**src/rtl/relobi_a_dec_arbiter_pkg.sv**
```systemverilog
// Bus configuration and reliable-OBI A-channel helpers: field widths, Hsiao
// check-bit sizing and column generation, arbiter state encoding.
package obi_pkg;

  typedef struct packed {
    int unsigned DataWidth;
    int unsigned IdWidth;
    int unsigned AOptionalWidth;
  } obi_cfg_t;

  localparam obi_cfg_t ObiDefaultConfig = '{
    DataWidth:      32'd32,
    IdWidth:        32'd4,
    AOptionalWidth: 32'd1
  };

endpackage

package relobi_pkg;

  localparam int unsigned RelobiCntWidth = 32'd16;

  typedef enum logic [0:0] {
    ARB_IDLE = 1'b0,
    ARB_FULL = 1'b1
  } arb_state_e;

  // Protected A-channel payload: {we, be, aid, a_optional}.
  function automatic int unsigned relobi_a_other_width(input obi_pkg::obi_cfg_t cfg);
    return 32'd1 + cfg.DataWidth / 32'd8 + cfg.IdWidth + cfg.AOptionalWidth;
  endfunction

  // SEC-DED check bits: need at least k odd-weight (>=3) columns in r bits.
  function automatic int unsigned hsiao_prot_width(input int unsigned k);
    int unsigned r;
    r = 32'd3;
    while ((32'd1 << (r - 32'd1)) < (k + r)) begin
      r = r + 32'd1;
    end
    return r;
  endfunction

  function automatic int unsigned relobi_a_other_ecc_width(input obi_pkg::obi_cfg_t cfg);
    return hsiao_prot_width(relobi_a_other_width(cfg));
  endfunction

  // Column idx of the data part of the H matrix: odd-weight vectors taken by
  // increasing weight, then increasing value.
  function automatic logic [31:0] hsiao_col(input int unsigned idx, input int unsigned r);
    logic [31:0] col;
    int unsigned n;
    col = 32'd0;
    n   = 32'd0;
    for (int unsigned w = 32'd3; w <= r; w = w + 32'd2) begin
      for (int unsigned v = 32'd0; v < (32'd1 << r); v++) begin
        if (($countones(v) == w) && (n <= idx)) begin
          col = 32'(v);
          n   = n + 32'd1;
        end else begin
          col = col;
        end
      end
    end
    return col;
  endfunction

endpackage

```
**src/rtl/relobi_a_dec_arbiter_hsiao.sv**
```systemverilog
// Hsiao SEC-DED decoder; codeword layout is {check bits, data}.
module hsiao_ecc_dec
  import relobi_pkg::*;
#(
  parameter int unsigned DataWidth  = 32'd32,
  parameter int unsigned ProtWidth  = hsiao_prot_width(DataWidth),
  parameter int unsigned TotalWidth = DataWidth + ProtWidth
) (
  input  logic [TotalWidth-1:0] in_i,
  output logic [DataWidth-1:0]  out_o,
  output logic [1:0]            err_o
);

  logic [ProtWidth-1:0] w_col [DataWidth];
  logic [ProtWidth-1:0] w_syn;
  logic                 w_single;

  for (genvar g = 0; g < DataWidth; g++) begin : g_col
    localparam logic [31:0] ColFull = hsiao_col(g, ProtWidth);
    assign w_col[g] = ColFull[ProtWidth-1:0];
  end

  // Syndrome: received check bits folded with the columns of every set data bit
  always_comb begin
    w_syn = in_i[TotalWidth-1:DataWidth];
    for (int i = 0; i < DataWidth; i++) begin
      w_syn = w_syn ^ (in_i[i] ? w_col[i] : '0);
    end
  end

  assign w_single = ^w_syn;

  // Flip the data bit whose column matches an odd syndrome
  always_comb begin
    out_o = in_i[DataWidth-1:0];
    for (int i = 0; i < DataWidth; i++) begin
      out_o[i] = in_i[i] ^ (w_single & (w_syn == w_col[i]));
    end
  end

  assign err_o[0] = w_single;
  assign err_o[1] = (|w_syn) & ~w_single;

endmodule

```
**src/rtl/relobi_a_dec_arbiter.sv**
```systemverilog
// Round-robin arbiter for reliable-OBI A-channel side fields sharing one Hsiao
// decoder, with a single output register stage and error counters.
module relobi_a_dec_arbiter
  import relobi_pkg::*;
#(
  parameter obi_pkg::obi_cfg_t Cfg           = obi_pkg::ObiDefaultConfig,
  parameter type               a_optional_t  = logic,
  parameter int unsigned       NumReq        = 32'd2,
  parameter int unsigned       OtherEccWidth = relobi_a_other_ecc_width(Cfg)
) (
  input  logic                                          clk_i,
  input  logic                                          rst_ni,
  input  logic [NumReq-1:0]                             req_i,
  output logic [NumReq-1:0]                             gnt_o,
  input  logic [NumReq-1:0]                             we_i,
  input  logic [NumReq-1:0][Cfg.DataWidth/8-1:0]        be_i,
  input  logic [NumReq-1:0][Cfg.IdWidth-1:0]            aid_i,
  input  a_optional_t [NumReq-1:0]                      a_optional_i,
  input  logic [NumReq-1:0][OtherEccWidth-1:0]          other_ecc_i,
  output logic                                          req_o,
  input  logic                                          gnt_i,
  output logic                                          we_o,
  output logic [Cfg.DataWidth/8-1:0]                    be_o,
  output logic [Cfg.IdWidth-1:0]                        aid_o,
  output a_optional_t                                   a_optional_o,
  output logic [$clog2(NumReq)-1:0]                     sel_o,
  output logic                                          a_err_o,
  input  logic                                          clr_cnt_i,
  output logic [RelobiCntWidth-1:0]                     corr_cnt_o,
  output logic [RelobiCntWidth-1:0]                     uncorr_cnt_o
);

  localparam int unsigned BeWidth    = Cfg.DataWidth / 32'd8;
  localparam int unsigned IdWidth    = Cfg.IdWidth;
  localparam int unsigned OptWidth   = $bits(a_optional_t);
  localparam int unsigned OtherWidth = relobi_a_other_width(Cfg);
  localparam int unsigned SelWidth   = $clog2(NumReq);

  arb_state_e                       r_state;
  arb_state_e                       w_state_next;
  logic [SelWidth-1:0]              r_ptr;
  logic [SelWidth-1:0]              w_winner;
  logic                             w_any_req;
  logic                             w_accept;
  logic                             w_grant;
  logic [OtherWidth-1:0]            w_raw;
  logic [OtherWidth-1:0]            w_dec_out;
  logic [OtherWidth-1:0]            w_fwd;
  logic [1:0]                       w_err;
  logic                             r_we;
  logic [BeWidth-1:0]               r_be;
  logic [IdWidth-1:0]               r_aid;
  a_optional_t                      r_opt;
  logic [SelWidth-1:0]              r_sel;
  logic                             r_a_err;
  logic [RelobiCntWidth-1:0]        r_corr_cnt;
  logic [RelobiCntWidth-1:0]        r_uncorr_cnt;

  assign w_any_req = |req_i;

  // Round-robin pick: scanning offsets downwards leaves the lowest offset from r_ptr
  always_comb begin
    logic [SelWidth-1:0] cand;
    cand     = '0;
    w_winner = '0;
    for (int i = NumReq - 1; i >= 0; i--) begin
      cand     = SelWidth'((int'(r_ptr) + i) % int'(NumReq));
      w_winner = req_i[cand] ? cand : w_winner;
    end
  end

  // State register
  always_ff @(posedge clk_i) begin
    if (!rst_ni) begin
      r_state <= ARB_IDLE;
    end else begin
      r_state <= w_state_next;
    end
  end

  // Next-state logic
  always_comb begin
    w_state_next = r_state;
    case (r_state)
      ARB_IDLE: begin
        if (w_any_req) w_state_next = ARB_FULL;
        else           w_state_next = ARB_IDLE;
      end
      ARB_FULL: begin
        if (gnt_i) w_state_next = w_any_req ? ARB_FULL : ARB_IDLE;
        else       w_state_next = ARB_FULL;
      end
      default: w_state_next = ARB_IDLE;
    endcase
  end

  // Accept/grant outputs; no grant may escape while reset is asserted
  always_comb begin
    w_accept = 1'b0;
    gnt_o    = '0;
    case (r_state)
      ARB_IDLE: w_accept = 1'b1;
      ARB_FULL: w_accept = gnt_i;
      default:  w_accept = 1'b0;
    endcase
    w_grant = w_accept & w_any_req & rst_ni;
    if (w_grant) gnt_o[w_winner] = 1'b1;
    else         gnt_o = '0;
  end

  assign w_raw = {we_i[w_winner], be_i[w_winner], aid_i[w_winner], a_optional_i[w_winner]};

  hsiao_ecc_dec #(
    .DataWidth (OtherWidth),
    .ProtWidth (OtherEccWidth)
  ) i_dec (
    .in_i  ({other_ecc_i[w_winner], w_raw}),
    .out_o (w_dec_out),
    .err_o (w_err)
  );

  // An uncorrectable word is forwarded untouched and flagged instead
  assign w_fwd = w_err[1] ? w_raw : w_dec_out;

  // Output beat register and priority pointer
  always_ff @(posedge clk_i) begin
    if (!rst_ni) begin
      r_we    <= 1'b0;
      r_be    <= '0;
      r_aid   <= '0;
      r_opt   <= '0;
      r_sel   <= '0;
      r_a_err <= 1'b0;
      r_ptr   <= '0;
    end else if (w_grant) begin
      r_we    <= w_fwd[OtherWidth-1];
      r_be    <= w_fwd[OptWidth+IdWidth +: BeWidth];
      r_aid   <= w_fwd[OptWidth +: IdWidth];
      r_opt   <= a_optional_t'(w_fwd[OptWidth-1:0]);
      r_sel   <= w_winner;
      r_a_err <= w_err[1];
      r_ptr   <= (w_winner == SelWidth'(NumReq - 32'd1)) ? '0 : w_winner + 1'b1;
    end
  end

  // Saturating error counters; clear dominates a same-cycle increment
  always_ff @(posedge clk_i) begin
    if (!rst_ni) begin
      r_corr_cnt   <= '0;
      r_uncorr_cnt <= '0;
    end else if (clr_cnt_i) begin
      r_corr_cnt   <= '0;
      r_uncorr_cnt <= '0;
    end else begin
      if (w_grant && w_err[0] && (r_corr_cnt != '1)) begin
        r_corr_cnt <= r_corr_cnt + RelobiCntWidth'(1);
      end
      if (w_grant && w_err[1] && (r_uncorr_cnt != '1)) begin
        r_uncorr_cnt <= r_uncorr_cnt + RelobiCntWidth'(1);
      end
    end
  end

  assign req_o        = (r_state == ARB_FULL);
  assign we_o         = r_we;
  assign be_o         = r_be;
  assign aid_o        = r_aid;
  assign a_optional_o = r_opt;
  assign sel_o        = r_sel;
  assign a_err_o      = r_a_err;
  assign corr_cnt_o   = r_corr_cnt;
  assign uncorr_cnt_o = r_uncorr_cnt;

endmodule

```
**config.mk**
```make
export PLATFORM = sky130hd
export DESIGN_NAME = relobi_a_dec_arbiter
export DESIGN_NICKNAME = d
export VERILOG_FILES = /design/src/rtl/relobi_a_dec_arbiter_pkg.sv /design/src/rtl/relobi_a_dec_arbiter_hsiao.sv /design/src/rtl/relobi_a_dec_arbiter.sv
export SDC_FILE = /design/constraint.sdc
export NUM_CORES = 1
export LEC_CHECK = 0
export CAP_MARGIN = 25
export CORE_UTILIZATION = 49
export CTS_CLUSTER_SIZE = 20
export DETAILED_ROUTE_END_ITERATION = 12
export PLACE_DENSITY = 0.81
export RECOVER_POWER = 100
export SLEW_MARGIN = 25
export SYNTH_ARGS = -nofsm -noshare
export SYNTH_HDL_FRONTEND = slang
export SYNTH_SLANG_ARGS = --single-unit
```
**constraint.sdc**
```tcl
create_clock -name clk_i -period 3.95 [get_ports clk_i]
set_input_delay 0.79 -clock clk_i [delete_from_list [all_inputs] [get_ports clk_i]]
set_output_delay 0.79 -clock clk_i [all_outputs]
set_load 0.01 [all_outputs]
```
# ---- After elaboration in Yosys (flattened, before gate mapping)
# Cells that the tools add are included.
dict set report word_totals {
  ff_bits 46
  latch_bits 0
  ramBits 0
  romBits 0
  in_bits 36
  out_inout_bits 47
  elab_cells 110
  mem_count 0
}
dict set report op_classes {
  n_addsub 4
  multipliers 0
  div_mod_pow 0
  order_cmp 4
  n_eq_ne 12
  n_shift 0
  mux 35
  n_bitwise 36
  n_reduce_logical 9
}
# operator count
set op_table {}
lappend op_table {{5-bit bitwise XOR} 10}
lappend op_table {{5-bit 2-to-1 mux} 8}
lappend op_table {{16-bit by 1-bit adder with 16-bit output (second input constant)} 2}
lappend op_table {{16-bit != test (second input constant)} 2}
lappend op_table {{5-bit == test (second input constant)} 6}
lappend op_table {{4-bit 2-to-1 mux} 7}
lappend op_table {{5-bit by 4-bit == test with 1-bit output (second input constant)} 3}
lappend op_table {{1-bit 2-to-1 mux} 14}
lappend op_table {{1-bit bitwise AND} 13}
lappend op_table {{10-bit 2-to-1 mux} 1}
lappend op_table {{1-bit bitwise XOR} 10}
lappend op_table {{1-bit by 2-bit < comparator with 1-bit output (second input constant)} 3}
lappend op_table {{5-bit by 3-bit == test with 1-bit output (second input constant)} 1}
lappend op_table {{1-bit logical AND} 5}
lappend op_table {{5-bit OR reduction} 1}
lappend op_table {{5-bit parity} 1}
lappend op_table {{1-bit one-hot mux with 2 select lines} 2}
lappend op_table {{2-bit OR reduction} 2}
lappend op_table {{3-bit 2-to-1 mux} 1}
lappend op_table {{1-bit inverter} 3}
lappend op_table {{1-bit adder (second input constant)} 2}
lappend op_table {{2-bit 2-to-1 mux} 1}
lappend op_table {{1-bit demux with 1-bit select} 1}
lappend op_table {{1-bit greater-or-equal comparator (second input constant)} 1}

# ---- Logic depth before layout (Yosys ltp)
dict set report logic_depth {
  depth_word 23
  depth_mapped 12
  ltp_nobuf 10
}

# ---- By module
# A second synthesis with hierarchy kept.
dict set report hier_totals {
  cells_unflattened 317
  area_unflattened_um2 2899.0
}
# module instances cells_per_inst area_per_inst_um2 seq_area_each_um2
set modules_own_cells {}
lappend modules_own_cells {relobi_a_dec_arbiter 1 264 2367.3 920.9}
lappend modules_own_cells {hsiao_ecc_dec 1 53 531.8 0.0}

# ---- Least setup slack after synthesis
# Ideal clock, no wire load.
dict set report synth_timing {
  path_kind {input to register}
  from {in aid_i[3] (netlist bit)}
  to {reg r_corr_cnt[10] (netlist: corr_cnt_o[10])}
  setup_time_ns 0.070
  arrival_ns 3.615
  t_required_ns 3.880
  setup_slack_ns 0.265
  path_stages 10
  path_buffers 1
  cell_sequence {xnor3_1 -> xnor3_1 -> mux2_2 -> ha_1 -> xnor2_1 -> xnor2_2 -> nand3_1 -> buf_2 -> or4_1 -> a21oi_1}
}
dict set report synth_via {
  elab_chain_cells 12
}
# element line
set synth_lines {}
lappend synth_lines {{start: declaration} relobi_a_dec_arbiter.sv:17} ;# input logic [NumReq-1:0][Cfg.IdWidth-1:0] aid_i,
lappend synth_lines {{4-bit 2-to-1 mux (not written as such) (2 in series)} relobi_a_dec_arbiter.sv:111} ;# assign w_raw = {we_i[w_winner], be_i[w_winner], aid_i[w_winner], a_optional_i[w_winner]};
lappend synth_lines {{5-bit 2-to-1 mux} relobi_a_dec_arbiter_hsiao.sv:27} ;# w_syn = w_syn ^ (in_i[i] ? w_col[i] : '0);
lappend synth_lines {{5-bit bitwise XOR (6 in series)} relobi_a_dec_arbiter_hsiao.sv:27}
lappend synth_lines {{5-bit parity} relobi_a_dec_arbiter_hsiao.sv:31} ;# assign w_single = ^w_syn;
lappend synth_lines {{1-bit logical AND (2 in series)} relobi_a_dec_arbiter.sv:155} ;# if (w_grant && w_err[0] && (r_corr_cnt != '1)) begin
lappend synth_lines {{end signal: assignment} relobi_a_dec_arbiter.sv:156} ;# r_corr_cnt <= r_corr_cnt + RelobiCntWidth'(1);
lappend synth_lines {{end: declaration} relobi_a_dec_arbiter.sv:56} ;# logic [RelobiCntWidth-1:0] r_corr_cnt;
# No other way between the ends. The select of a mux whose other input is x is not followed.
# A chain may end at the register's enable or synchronous reset.

# ---- Final worst setup path
dict set report layout_timing {
  from {in be_i[6] (netlist bit)}
  to {reg r_uncorr_cnt[15] (netlist: uncorr_cnt_o[15])}
}
dict set report layout_via {
  elab_chain_cells 11
  word_cells_on_any_way 12
  cone_classes {3 x mux; 5 x bitwise; 4 x reduce/logical}
}
# element line
set layout_lines {}
lappend layout_lines {{start: declaration} relobi_a_dec_arbiter.sv:16} ;# input logic [NumReq-1:0][Cfg.DataWidth/8-1:0] be_i,
lappend layout_lines {{4-bit 2-to-1 mux (not written as such) * (2 in series)} relobi_a_dec_arbiter.sv:111}
lappend layout_lines {{5-bit 2-to-1 mux *} relobi_a_dec_arbiter_hsiao.sv:27}
lappend layout_lines {{5-bit bitwise XOR * (3 in series)} relobi_a_dec_arbiter_hsiao.sv:27}
lappend layout_lines {{5-bit parity} relobi_a_dec_arbiter_hsiao.sv:31}
lappend layout_lines {{1-bit inverter} relobi_a_dec_arbiter_hsiao.sv:42} ;# assign err_o[1] = (|w_syn) & ~w_single;
lappend layout_lines {{1-bit bitwise AND *} relobi_a_dec_arbiter_hsiao.sv:42}
lappend layout_lines {{1-bit logical AND * (2 in series)} relobi_a_dec_arbiter.sv:158} ;# if (w_grant && w_err[1] && (r_uncorr_cnt != '1)) begin
lappend layout_lines {{end signal: assignment} relobi_a_dec_arbiter.sv:159} ;# r_uncorr_cnt <= r_uncorr_cnt + RelobiCntWidth'(1);
lappend layout_lines {{end: declaration} relobi_a_dec_arbiter.sv:57} ;# logic [RelobiCntWidth-1:0] r_uncorr_cnt;
# Every way passes the cells marked *; elsewhere a longest branch is shown, timed or not. The select of a mux whose other input is x is not followed.

==> key figures <==
Clock tree
  • H-tree levels: 2
  • Post-cts hold buffer count: 0
  • Clk root buf: clkbuf_8
  • Clock sinks: 46
  • CTS tree: yes
  • Inserted Clock Buffers: 5
  • Worst-Skew Late Latency: 0.30 ns
  • Clock Pin Slew Worst Setup and Hold Paths: 0.09 ns
  • Clk buf depth: 2

Layout
  • Layout cells sized above 1: 0.137
  • # diodes: 0
  • Layout Area Growth over Synthesis: 42.8%
  • Layout Cells excl Fill: 529
  • FILL cells: 445
  • Core utilization of the finished layout: 0.728
  • NumNets Final: 493

Global route
  • Number of global-route vias before repair: ~2800
  • Initial antenna violation count: 0
  • Largest net degree at the start of global routing: 31
  • Total gr overflow: 0
  • First-pass GRT wire length: 12.9 mm
  • Total Routing Usage GR: 0.258

Power
  • Final total power: 1.84 mW
  • Pwr/cell area: about 430 mW/mm^2
  • VDD IR max: 0.419 mV
  • Leakage: 1.78 nW

STA
  • Setup TNS: 0 ns
  • Final setup viols: 0
  • Max Fclk: 0.261 GHz
  • Period Utilization, post-route: 0.969
  • Least-Margin Pin Slew: 0.703 ns
  • Minimum clock period after layout: approximately 3.8 ns
  • Final hold vios: 0
  • Fin. max-slew vios: 0
  • Slew HR: 0.531
  • Clock skew: 0.0117 ns

Route
  • DR iter-0 viols: 150
  • WL/cell: 15.2 um
  • DRT antenna net count: 0
  • Post-route DRC: 0
  • Total wire length: 8.04 mm
  • Vias: 2994
  • Avg Vias per Cell: roughly 5.7
  • Pre-antenna DRT Iters: 4

Floorplanning
  • Initial Util: 0.510
  • Ports: 83
  • Row Count: 28
  • Die height: between 80 and 90 um
  • Die Width: 80.5 um
  • Die ar.: 0.00648 sq mm
  • CORE AREA: ~0.006 sq mm

Synthesis
  • #FFs+latches synth: 46
  • Cell Area, Synth: 0.00302 sq mm
  • Seq/Total Area, Yosys: 0.305
  • Mapped Nets: 376
  • Cell taking the most area after synthesis: dfxtp_1
  • Synth top cells by count: 46 x dfxtp_1, 34 x nand3_1, 27 x a21oi_1, 25 x xnor2_1, 22 x o21ai_0
  • Top cell type's share of synthesized area: 0.305
  • Synth top area cells: dfxtp_1 31%, xnor3_1 12%, xnor2_1 7.3%
  • Dominant synthesized flop cell: dfxtp_1
  • Number of synthesis warnings: 0
  • Number of library cell types mapped by synthesis: 41
  • Most frequent cell after synthesis: dfxtp_1
  • Post-synth ARST share: 0
  • Number of synthesized flops with an enable pin: 0
  • Avg Cell Area, Syn: 8.98 sq um
  • Synthesized netlist cell count: 336

Worst setup path
  • CP Data Required Time: 4.19 ns
  • Startpoint types: input pin
  • Crit path launch: be_i[6]
  • CP Capture Type: register
  • Delay-heaviest family, CP: XOR/XNOR gates
  • Slowest stage delay, CP: 0.52 ns
  • Critical path peak fanout: 12
  • WP data arrival: 4.07 ns
  • Most frequent CP cell: xnor3_1
  • RR Startpoint: r_ptr
  • CP max stage cell: clkdlybuf4s50_1
  • WS Path Type: input pin to register
  • Worst path bufs/invs: 2
  • CP cell instances: clkdlybuf4s50_1, xnor3_1, xnor3_1, mux2_2, ha_4, xor2_1, nand2_2, o21a_1, buf_4, or4_1, a21oi_1

Run
  • Maxcap violations: 0

Placed design
  • HPWL Detailed: 6.27 mm
  • Gpl congestion: 0.881
  • Port bufs: 82
  • Placed insts: approximately 520

Min path
  • Hold path start: a_optional_o
  • HP Class: register to register

Outcome
  • Outcome: complete, no violations
worst min-delay path, stage by stage, from the launching register on:
cell and delay, ns:
dfxtp_1 0.31, nand3_1 0.05, o21ai_0 0.06
cell usage in the layout (no fill, tap or decap), drive strengths merged, types with 4 or more instances in the layout:
cell / netlist / layout
clkdlybuf4s50: 0 / 36
dfxtp: 46 / 46
nor2: 16 / 16
xor2: 5 / 5
dlygate4sd3: 0 / 46
buf: 5 / 39
mux2i: 14 / 14
xnor3: 16 / 16
nand3: 34 / 34
or4: 16 / 16
o21ai: 23 / 23
nand4: 8 / 8
inv: 9 / 9
and3: 5 / 5
o31ai: 15 / 15
or3: 8 / 8
xnor2: 26 / 26
nand2b: 4 / 4
a21oi: 27 / 27
clkbuf: 10 / 11
nor3: 4 / 4
nand2: 20 / 20
ha: 4 / 4
registers in the layout, summed over array words and instances, names as in the netlist:
signal and count:
a_optional_o 1, be_o 4, r_ptr 1, req_o 1
a_err_o 1, uncorr_cnt_o 16, corr_cnt_o 16, we_o 1
aid_o 4, sel_o 1
power breakdown:
part           leakage (nW)  internal, mW  switching (mW)  total (mW)
combinational          1.35         0.490           0.498       0.988
sequential            0.374         0.488          0.0178       0.506
clock                0.0524         0.190           0.157       0.346
layout make-up:
class	count	area, sq um	share of cell area
clock buffers	7	76.3	0.0177
well taps	75	93.8	0.0218
repair buffers	125	1130	0.262
clock inverters	1	30.0	0.00697
inverters	9	33.8	0.00784
flip-flops and latches	46	921	0.214
multi-input cells	266	2030	0.470
metrics by stage:
| stage | cell area [sq um] | hold slack, ns | setup slack [ns] |
|---|---|---|---|
| global route | 4310 | 0.502 | -0.0312 |
| CTS | 4280 | 0.478 | 0.104 |
| floorplan | 3020 | 0.482 | 0.265 |
| detailed placement | 4170 | 0.465 | -0.189 |
| global placement | 4170 | 0.455 | -0.0898 |
| finish | 4310 | 0.473 | 0.124 |
logic make-up (layout without fill, tap and decap cells):
group | count (synthesis) | in the layout | share of synthesized area
AO/OA/AOI/OAI | 70 | 70 | 0.136
XOR/XNOR | 47 | 47 | 0.212
adder cells (fa/ha/maj) | 4 | 4 | 0.0166
buffers and inverters | 24 | 142 | 0.0344
flip-flops | 46 | 46 | 0.305
multiplexers | 17 | 17 | 0.0618
AND/OR/NAND/NOR | 128 | 128 | 0.234
worst paths after layout:
| kind | cells past startpoint | to | slack (ns) |
|---|---|---|---|
| worst min-delay path | 2 | a_optional_o | 0.47 |
| worst max register to register | 11 | uncorr_cnt_o[15] | 1.11 |
| worst max-delay path | 11 | uncorr_cnt_o[15] | 0.12 |
| worst min register to register | 2 | a_optional_o | 0.47 |
routing by layer:
| metal | GRT usage | part of all wire |
|---|---|---|
| met1 | 0.324 | 0.45 |
| met4 | 0.0661 | 0.014 |
| met5 | 0 | 0 |
| met3 | 0.0386 | 0.037 |
| met2 | 0.456 | 0.50 |
timing repair:
item                       in CTS  in global routing
gates resized for setup         0                  5
setup endpoints to repair       0                 10
setup buffers                   0                  2
Power figures use the tool's default switching activity.
